$ cat src/rtl/rf_wb_arbiter.sv
// Round-robin arbiter sharing the register-file write port between the ALU and load
// writeback paths, with a registered write stage and a per-register pending-write scoreboard.
module rf_wb_arbiter #(
    parameter int XLEN = 32,
    parameter int NREG = 32,
    parameter int AW   = 5
) (
    input  logic            clk,
    input  logic            reset,
    input  logic            alu_valid,
    output logic            alu_ready,
    input  logic [AW-1:0]   alu_rd,
    input  logic [XLEN-1:0] alu_data,
    input  logic            mem_valid,
    output logic            mem_ready,
    input  logic [AW-1:0]   mem_rd,
    input  logic [XLEN-1:0] mem_data,
    output logic            rf_we,
    output logic [AW-1:0]   rf_rd,
    output logic [XLEN-1:0] rf_wdata,
    input  logic            reserve_valid,
    input  logic [AW-1:0]   reserve_rd,
    output logic [NREG-1:0] busy_vec
);

    typedef enum logic {SRC_ALU = 1'b0, SRC_MEM = 1'b1} src_t;

    src_t            last_grant;
    logic            alu_gnt;
    logic            mem_gnt;
    logic [NREG-1:0] busy_nxt;

    // On a tie the source that did not win last time is granted.
    always_comb begin
        alu_gnt = !reset && alu_valid && (!mem_valid || (last_grant == SRC_MEM));
        mem_gnt = !reset && mem_valid && (!alu_valid || (last_grant == SRC_ALU));
    end

    assign alu_ready = alu_gnt;
    assign mem_ready = mem_gnt;

    always_ff @(posedge clk) begin
        if (reset) begin
            last_grant <= SRC_MEM;
            rf_we      <= 1'b0;
            rf_rd      <= '0;
            rf_wdata   <= '0;
        end else if (alu_gnt) begin
            last_grant <= SRC_ALU;
            rf_we      <= (alu_rd != '0);
            rf_rd      <= alu_rd;
            rf_wdata   <= alu_data;
        end else if (mem_gnt) begin
            last_grant <= SRC_MEM;
            rf_we      <= (mem_rd != '0);
            rf_rd      <= mem_rd;
            rf_wdata   <= mem_data;
        end else begin
            rf_we      <= 1'b0;
        end
    end

    // A reservation landing on the committing register wins: it belongs to a newer producer.
    always_comb begin
        busy_nxt = '0;
        for (int i = 1; i < NREG; i++) begin
            busy_nxt[i] = (busy_vec[i] && !(rf_we && (rf_rd == AW'(i))))
                        || (reserve_valid && (reserve_rd == AW'(i)));
        end
    end

    always_ff @(posedge clk) begin
        if (reset) begin
            busy_vec <= '0;
        end else begin
            busy_vec <= busy_nxt;
        end
    end

endmodule

$ cat config.mk
export PLATFORM = sky130hd
export DESIGN_NAME = rf_wb_arbiter
export DESIGN_NICKNAME = d
export VERILOG_FILES = /design/src/rtl/rf_wb_arbiter.sv
export SDC_FILE = /design/constraint.sdc
export NUM_CORES = 1
export LEC_CHECK = 0
export BUFFER_PORTS_ARGS = -buffer_cell sky130_fd_sc_hd__buf_4
export CORE_ASPECT_RATIO = 0.75
export CORE_MARGIN = 2
export CORE_UTILIZATION = 31
export CTS_CLUSTER_SIZE = 40
export DETAILED_ROUTE_END_ITERATION = 16
export PLACE_DENSITY_LB_ADDON = 0.08
export RECOVER_POWER = 50
export SLEW_MARGIN = 40
export SYNTH_ARGS = -nofsm -noshare
export SYNTH_HDL_FRONTEND = slang
export SYNTH_SLANG_ARGS = --single-unit
$ cat constraint.sdc
create_clock -name clk -period 3.87 [get_ports clk]
set_clock_uncertainty 0.2 [all_clocks]
set_input_delay 0.5805 -clock clk [delete_from_list [all_inputs] [get_ports clk]]
set_output_delay 0.5805 -clock clk [all_outputs]
set_load 0.005 [all_outputs]
==> results of run 1 <==
placed cells by master, fill, tap and decap left out, types with 3 or more instances in the layout:
cell / Yosys / layout
o311ai_1: 7 / 6
clkbuf_4: 0 / 57
nand2_1: 8 / 8
clkbuf_1: 10 / 8
nand4bb_1: 3 / 3
o211ai_1: 24 / 24
a2111oi_0: 7 / 7
nand3_1: 7 / 7
buf_4: 5 / 98
o21ai_0: 2 / 7
nand4b_1: 3 / 3
clkbuf_16: 0 / 9
nand2b_1: 5 / 4
inv_1: 38 / 38
nor2b_1: 3 / 3
clkinv_2: 0 / 3
o21ai_1: 30 / 25
a221o_1: 37 / 37
dfxtp_1: 70 / 70
a2111oi_2: 30 / 30
layer usage:
metal	vias to the layer above	part of all wire (%)	GRT usage, %
met1	1536	48	27.06
met4	0	0.83	4.023
li1	1551	-	-
met2	103	43	27.72
met3	7	7.6	5.732
met5	-	0	0
logic make-up (layout without fill, tap and decap cells):
| family | after synthesis | in the layout |
|---|---|---|
| flip-flops | 70 | 70 |
| other | 1 | 1 |
| AO/OA/AOI/OAI | 138 | 138 |
| AND/OR/NAND/NOR | 42 | 42 |
| buffers and inverters | 70 | 216 |
layout make-up:
cell class                 count  area share [%]
multi-input combinational    181           33.05
sequential                    70           29.57
clock inverter                 4          0.4752
tap                          136           3.590
clock buffer                  12           5.201
timing repair buffer         161           25.03
inverter                      39           3.089
cell usage after synthesis, drive strengths merged:
| cell | instances |
|---|---|
| o311ai | 7 |
| and3 | 2 |
| or3 | 2 |
| nand2 | 8 |
| a221o | 37 |
| or4b | 1 |
| a2111oi | 37 |
| o21ai | 32 |
| nor2 | 3 |
| nand3 | 7 |
| nand2b | 5 |
| a22o | 1 |
| dfxtp | 70 |
| nor2b | 3 |
| clkbuf | 10 |
| nand4 | 2 |
| inv | 39 |
| o211ai | 24 |
| conb | 1 |
| buf | 21 |
| nand4b | 3 |
| nand4bb | 3 |
| nor3 | 3 |
final timing paths:
check / start / end / slack, ps
worst max register to register: last_grant / rf_wdata[4] / 2000
worst max-delay path: alu_valid / alu_ready / 1150
worst min-delay path: alu_data[16] / rf_wdata[16] / 280
worst min register to register: busy_vec[30] / busy_vec[30] / 280
metrics by stage:
stage | util (%) | cell area [sq um]
floorplan | - | 3276
global placement | 43.66 | 4493
detailed placement | 43.66 | 4493
CTS | 46.28 | 4762
global route | 46.06 | 4740
finish | 46.06 | 4740
registers in the layout (all words and copies together) (netlist names):
name	cells
rf_rd	5
busy_vec	31
rf_wdata	32
rf_we	1
last_grant	1
where the power goes:
part	internal, mW	switching [mW]
registers	0.762	0.0375
logic	0.153	0.134
clock network	0.448	0.304
==> impl_metrics.yaml, run 1 <==
run_status:
  status: "completed"
finish:
  n_antenna_cell: 0
  multi_input_area_sq_mm: 0.001567
  drive_above_1_share_pct: 43.47
  nNetsFinal: 546
  instances_no_fill: 603
  n_fill_cell: 1037
  seq_area_sq_mm: 0.001401
  area_delta_synth_final_pct: 44.69
clock_network:
  cts_root_buf: "clkbuf_16"
  cts_setup_buffers: 0
  h-tree-depth: 3
  cts_buffer_depth: 2
  numCtsBuffers: 9
  postCtsHoldBufs: 0
  cts_tree: "built"
  post_cts_resize_count: 0
  numClockSinks: 70
  clk_transition_reported_paths_ps: 50
  clk-insertion-delay-late_ps: 320
logic_synthesis:
  synth_xor_area_share_pct: 0
  avgSynthCellArea_sq_um: 10.20
  synth_area_leader_cell: "dfxtp_1"
  yosysUniqueCellTypes: 31
  yosys.area_share.adder_pct: 0
  ys_top_cells_by_area: "dfxtp_1 (43%), a2111oi_2 (14%), a221o_1 (11%)"
  synth_compound_gate_area_share_pct: 39.46
  synth_top_area_share_pct: 42.78
  syn_nets: 405
  synth.yosys.seq_area_share_pct: 42.78
  synth-seq-cells: 70
  ys_warn_count: 0
  syn_inst: 321
  synth-simple-area-share_pct: 7.830
  synthMuxAreaShare_pct: 0
  netlist_area_sq_mm: 0.003276
  synth_top_family_by_area: "compound AO/OA/AOI/OAI gates"
grt:
  grt_max_degree: 42
  track_usage_pct: 18.88
  antenna_found_initial: 0
  overflow: 0
  grt_first_pass_wirelength_microns: 16930
  grt_pass1_vias: 3163
timing:
  setup_ws_ps: 1149
  rsz0062_at_grt: "no"
  worst_hold_slack_ps: 279.1
  tightest_slew_ps: 658.6
  fmax_mhz: 367.5
  period_needed_ps: 2721
  period_share_pct: 70.31
  drv_slew: 0
  slew_headroom_pct: 56.10
  fin_setup_tns_ps: 0
  setup_viol: 0
  hold_viol: 0
placement:
  placedCellCount: 587
  portBuffers: 154
  gp_congestion: 0.7381
  dp_hpwl_microns: 7467
  dpl_worst_slack_ps: 1138
job:
  cap_violations: 0
min_path:
  hp-class: "in2reg"
  holdPathStages: 2
die:
  core_area_sq_mm: 0.01029
  rows: 32
  die_h_microns: 93.02
  initial_core_util_pct: 31.83
  die-width_microns: 122.7
  ios: 156
  dieArea_sq_mm: 0.01141
worst_setup_path:
  crit_arrival_ps: 1940
  crit_type: "in2out"
  critPathLaunchType: "input pin"
  cp_num_cells: 3
  crit_path_frequent_cell: "buf_4"
  crit_buf_inv: 2
  cp_cell_sequence: "buf_4 -> and3_1 -> buf_4"
  worstRegToRegCells: 4
  endpoint_kind: "output port"
  cp_slowest_cell: "and3_1"
  worstPathRequired_ps: 3090
  critPathMaxFanout: 41
  cp_slowest_stage_delay_ps: 610
  crit_family: "buffers and inverters"
route:
  drc: 0
  ant_nets: 0
  via_per_inst: 5.302
  first_iter_violations: 261
  wl_per_cell_microns: 17.48
  routed_wl_microns: 10540
  drt_first_pass_iters: 4
  vias: 3197
power_and_ir_drop:
  p_per_area_mw_per_mm2: 387.8
  power.leakage_nw: 1.960
  finalPower_mw: 1.838
  ir_drop_v: 0.0001998
(Power assumes the default switching activity.)
==> run 2: changes to the inputs <==
--- a/config.mk
+++ b/config.mk
@@ -5,6 +5,7 @@
 export SDC_FILE = /design/constraint.sdc
 export NUM_CORES = 1
 export LEC_CHECK = 0
+export ABC_AREA = 1
 export BUFFER_PORTS_ARGS = -buffer_cell sky130_fd_sc_hd__buf_4
 export CORE_ASPECT_RATIO = 0.75
 export CORE_MARGIN = 2
==> constraint.sdc (replaced) <==
create_clock -name clk -period 2.31 [get_ports clk]
set_clock_uncertainty 0.2 [all_clocks]
set_input_delay 0.3465 -clock clk [delete_from_list [all_inputs] [get_ports clk]]
set_output_delay 0.3465 -clock clk [all_outputs]
set_load 0.005 [all_outputs]
==> run 2 against run 1 <==
  * Combinational power rose by 99%
  * Clock power up 89%
  * Critical path depth stayed put
  * Worst setup slack worse by 630 ps
  * Core utilization decreased by 0.29 points
  * Register-to-register slack got worse by 1400 ps
  * Via count grew 23%
  * Design area grew 5.7%
  * Total power up 80%
  * Sequential power grew 65%
  * Synthesized cell count increased by 74%
  * Cell count increased by 40%
==> impl_metrics.yaml, run 2 <==
timing:
  drv_slew: 0
  period_needed_ps: 1788
  setup_viol: 0
  fin_setup_tns_ps: 0
  rsz0062_at_grt: "no"
  hold_viol: 0
  setup_ws_ps: 521.5
  tightest_slew_ps: 815.9
  period_share_pct: 77.42
  fmax_mhz: 559.1
  slew_headroom_pct: 45.61
clock_network:
  cts_tree: "built"
  cts_root_buf: "clkbuf_16"
  cts_setup_buffers: 0
  post_cts_resize_count: 0
  clk-insertion-delay-late_ps: 330
  numCtsBuffers: 9
  h-tree-depth: 3
  cts_buffer_depth: 2
  clk_transition_reported_paths_ps: 60
  postCtsHoldBufs: 0
  numClockSinks: 70
finish:
  n_fill_cell: 1135
  nNetsFinal: 785
  utilization_pct: 45.77
  final_cell_mix: "nor2_1 (140), nand2_1 (117), buf_4 (97)"
  top_regs: "rf_wdata (32), busy_vec (31), rf_rd (5)"
  multi_input_area_sq_mm: 0.001692
  final_common_cell: "nor2_1"
  n_antenna_cell: 0
  seq_area_sq_mm: 0.001401
  regMostFlops: "rf_wdata"
  largest_reg_flops: 32
  area_delta_synth_final_pct: 43.43
  drive_above_1_share_pct: 25.39
logic_synthesis:
  netlist_top_cells_count: "nor2_1 (139), nand2_1 (118), dfxtp_1 (70)"
  avgSynthCellArea_sq_um: 6.269
  netlist_area_sq_mm: 0.003492
  synth-async-reset-ratio_pct: 0
  syn_nets: 641
  synth_area_leader_cell: "dfxtp_1"
  synth.yosys.seq_area_share_pct: 40.13
  synth-seq-cells: 70
  ys_warn_count: 0
  synth_edf_count: 0
  synthFlopType: "dfxtp_1"
  synth_top_area_share_pct: 40.13
  syn_inst: 557
  ys_top_cells_by_area: "dfxtp_1 (40%), nor2_1 (15%), nand2_1 (13%)"
  yosysUniqueCellTypes: 20
  yosysMostFrequentCell: "nor2_1"
worst_setup_path:
  worstRegToRegCells: 7
  worstReg2RegEnd: "rf_wdata[25]"
  crit_type: "reg2out"
  endpoint_kind: "output port"
  cp-endpoint: "alu_ready"
  reg2reg_slack_ps: 600
  critPathMaxFanout: 6
  reg2reg_from: "last_grant"
  critPathLaunchType: "flop"
  crit_path_frequent_cell: "nor2_1"
  cp_cell_sequence: "nor2_1 -> nor2_1 -> buf_4"
  cp_slowest_cell: "dfxtp_1"
  cp-startpoint: "last_grant"
  worstPathRequired_ps: 1760
  cp_slowest_stage_delay_ps: 350
  crit_arrival_ps: 1240
route:
  routed_wl_microns: 11510
  drt_first_pass_iters: 5
  ant_nets: 0
  vias: 3931
  via_per_inst: 4.652
  first_iter_violations: 185
  drc: 0
  wl_per_cell_microns: 13.62
power_and_ir_drop:
  finalPower_mw: 3.317
  p_per_area_mw_per_mm2: 662.2
  power.leakage_nw: 2.371
  ir_drop_v: 0.0003699
die:
  ios: 156
  core_area_sq_mm: 0.01094
  die-width_microns: 126.6
  initial_core_util_pct: 31.92
  rows: 33
  dieArea_sq_mm: 0.01214
  die_h_microns: 95.92
grt:
  track_usage_pct: 19.28
  antenna_found_initial: 0
  grt_pass1_vias: 3812
  grt_first_pass_wirelength_microns: 18580
  overflow: 0
  grt_max_degree: 66
min_path:
  hp-class: "in2reg"
run_status:
  status: "completed"
placement:
  portBuffers: 154
  dpl_worst_slack_ps: 467.3
  gp_congestion: 0.8769
  dp_hpwl_microns: 8289
job:
  cap_violations: 0
-- run 2: worst min-delay path by stage --
stage / cells past startpoint / from / slack [ps] / end
floorplan: 2 / busy_vec[26] / 250 / busy_vec[26]
global placement: 2 / busy_vec[26] / 250 / busy_vec[26]
detailed placement: 2 / busy_vec[2] / 260 / busy_vec[2]
CTS: 3 / mem_rd[4] / 50 / rf_we
global route: 2 / alu_valid / 90 / last_grant
finish: 3 / mem_rd[4] / 50 / rf_we
-- run 2: where the power goes --
| group | switching, mW | leakage, nW | internal (mW) |
|---|---|---|---|
| clock | 0.506 | 0.151 | 0.916 |
| sequential | 0.0471 | 0.574 | 1.28 |
| combinational | 0.307 | 1.65 | 0.265 |
| total | 0.860 | 2.37 | 2.46 |
-- run 2: worst max-delay path, delay by kind of cell (launching register included) --
family,cells,cell delay (ps)
simple gates,2,360
flops,1,350
buf+inv,1,200
-- run 2: final cells by class --
type                       count  area share (%)
clock buffer                  12           5.321
clock inverter                 3          0.8494
inverter                      55           4.172
multi-input combinational    400           33.77
sequential                    70           27.98
tap                          140           3.497
timing repair buffer         165           24.41
-- run 2: routing by layer --
layer  GRT usage (%)  part of all wire, %  vias to the layer above
li1                -                    -                     2024
met1           26.30                   47                     1762
met2           29.72                   43                      137
met3           6.337                  9.3                        8
met4           4.396                 0.81                        0
met5               0                    0                        -
-- run 2: stage by stage --
stage                     instances  hold slack [ps]  instance area [sq um]
after floorplan                 557            253.5                   3492
after global placement          830            253.9                   4731
after detailed placement        830            257.3                   4731
after CTS                       845            45.69                   5040
after global routing            845            91.48                   5009
final                           845            52.63                   5009
-- run 2: logic make-up (layout without fill, tap and decap cells) --
group	Yosys count	in the layout	share of synthesized area (%)
buf+inv	87	235	11.43
simple gates	327	327	37.94
flops	70	70	40.13
other cells	1	1	0.1074
compound gates	72	72	10.39
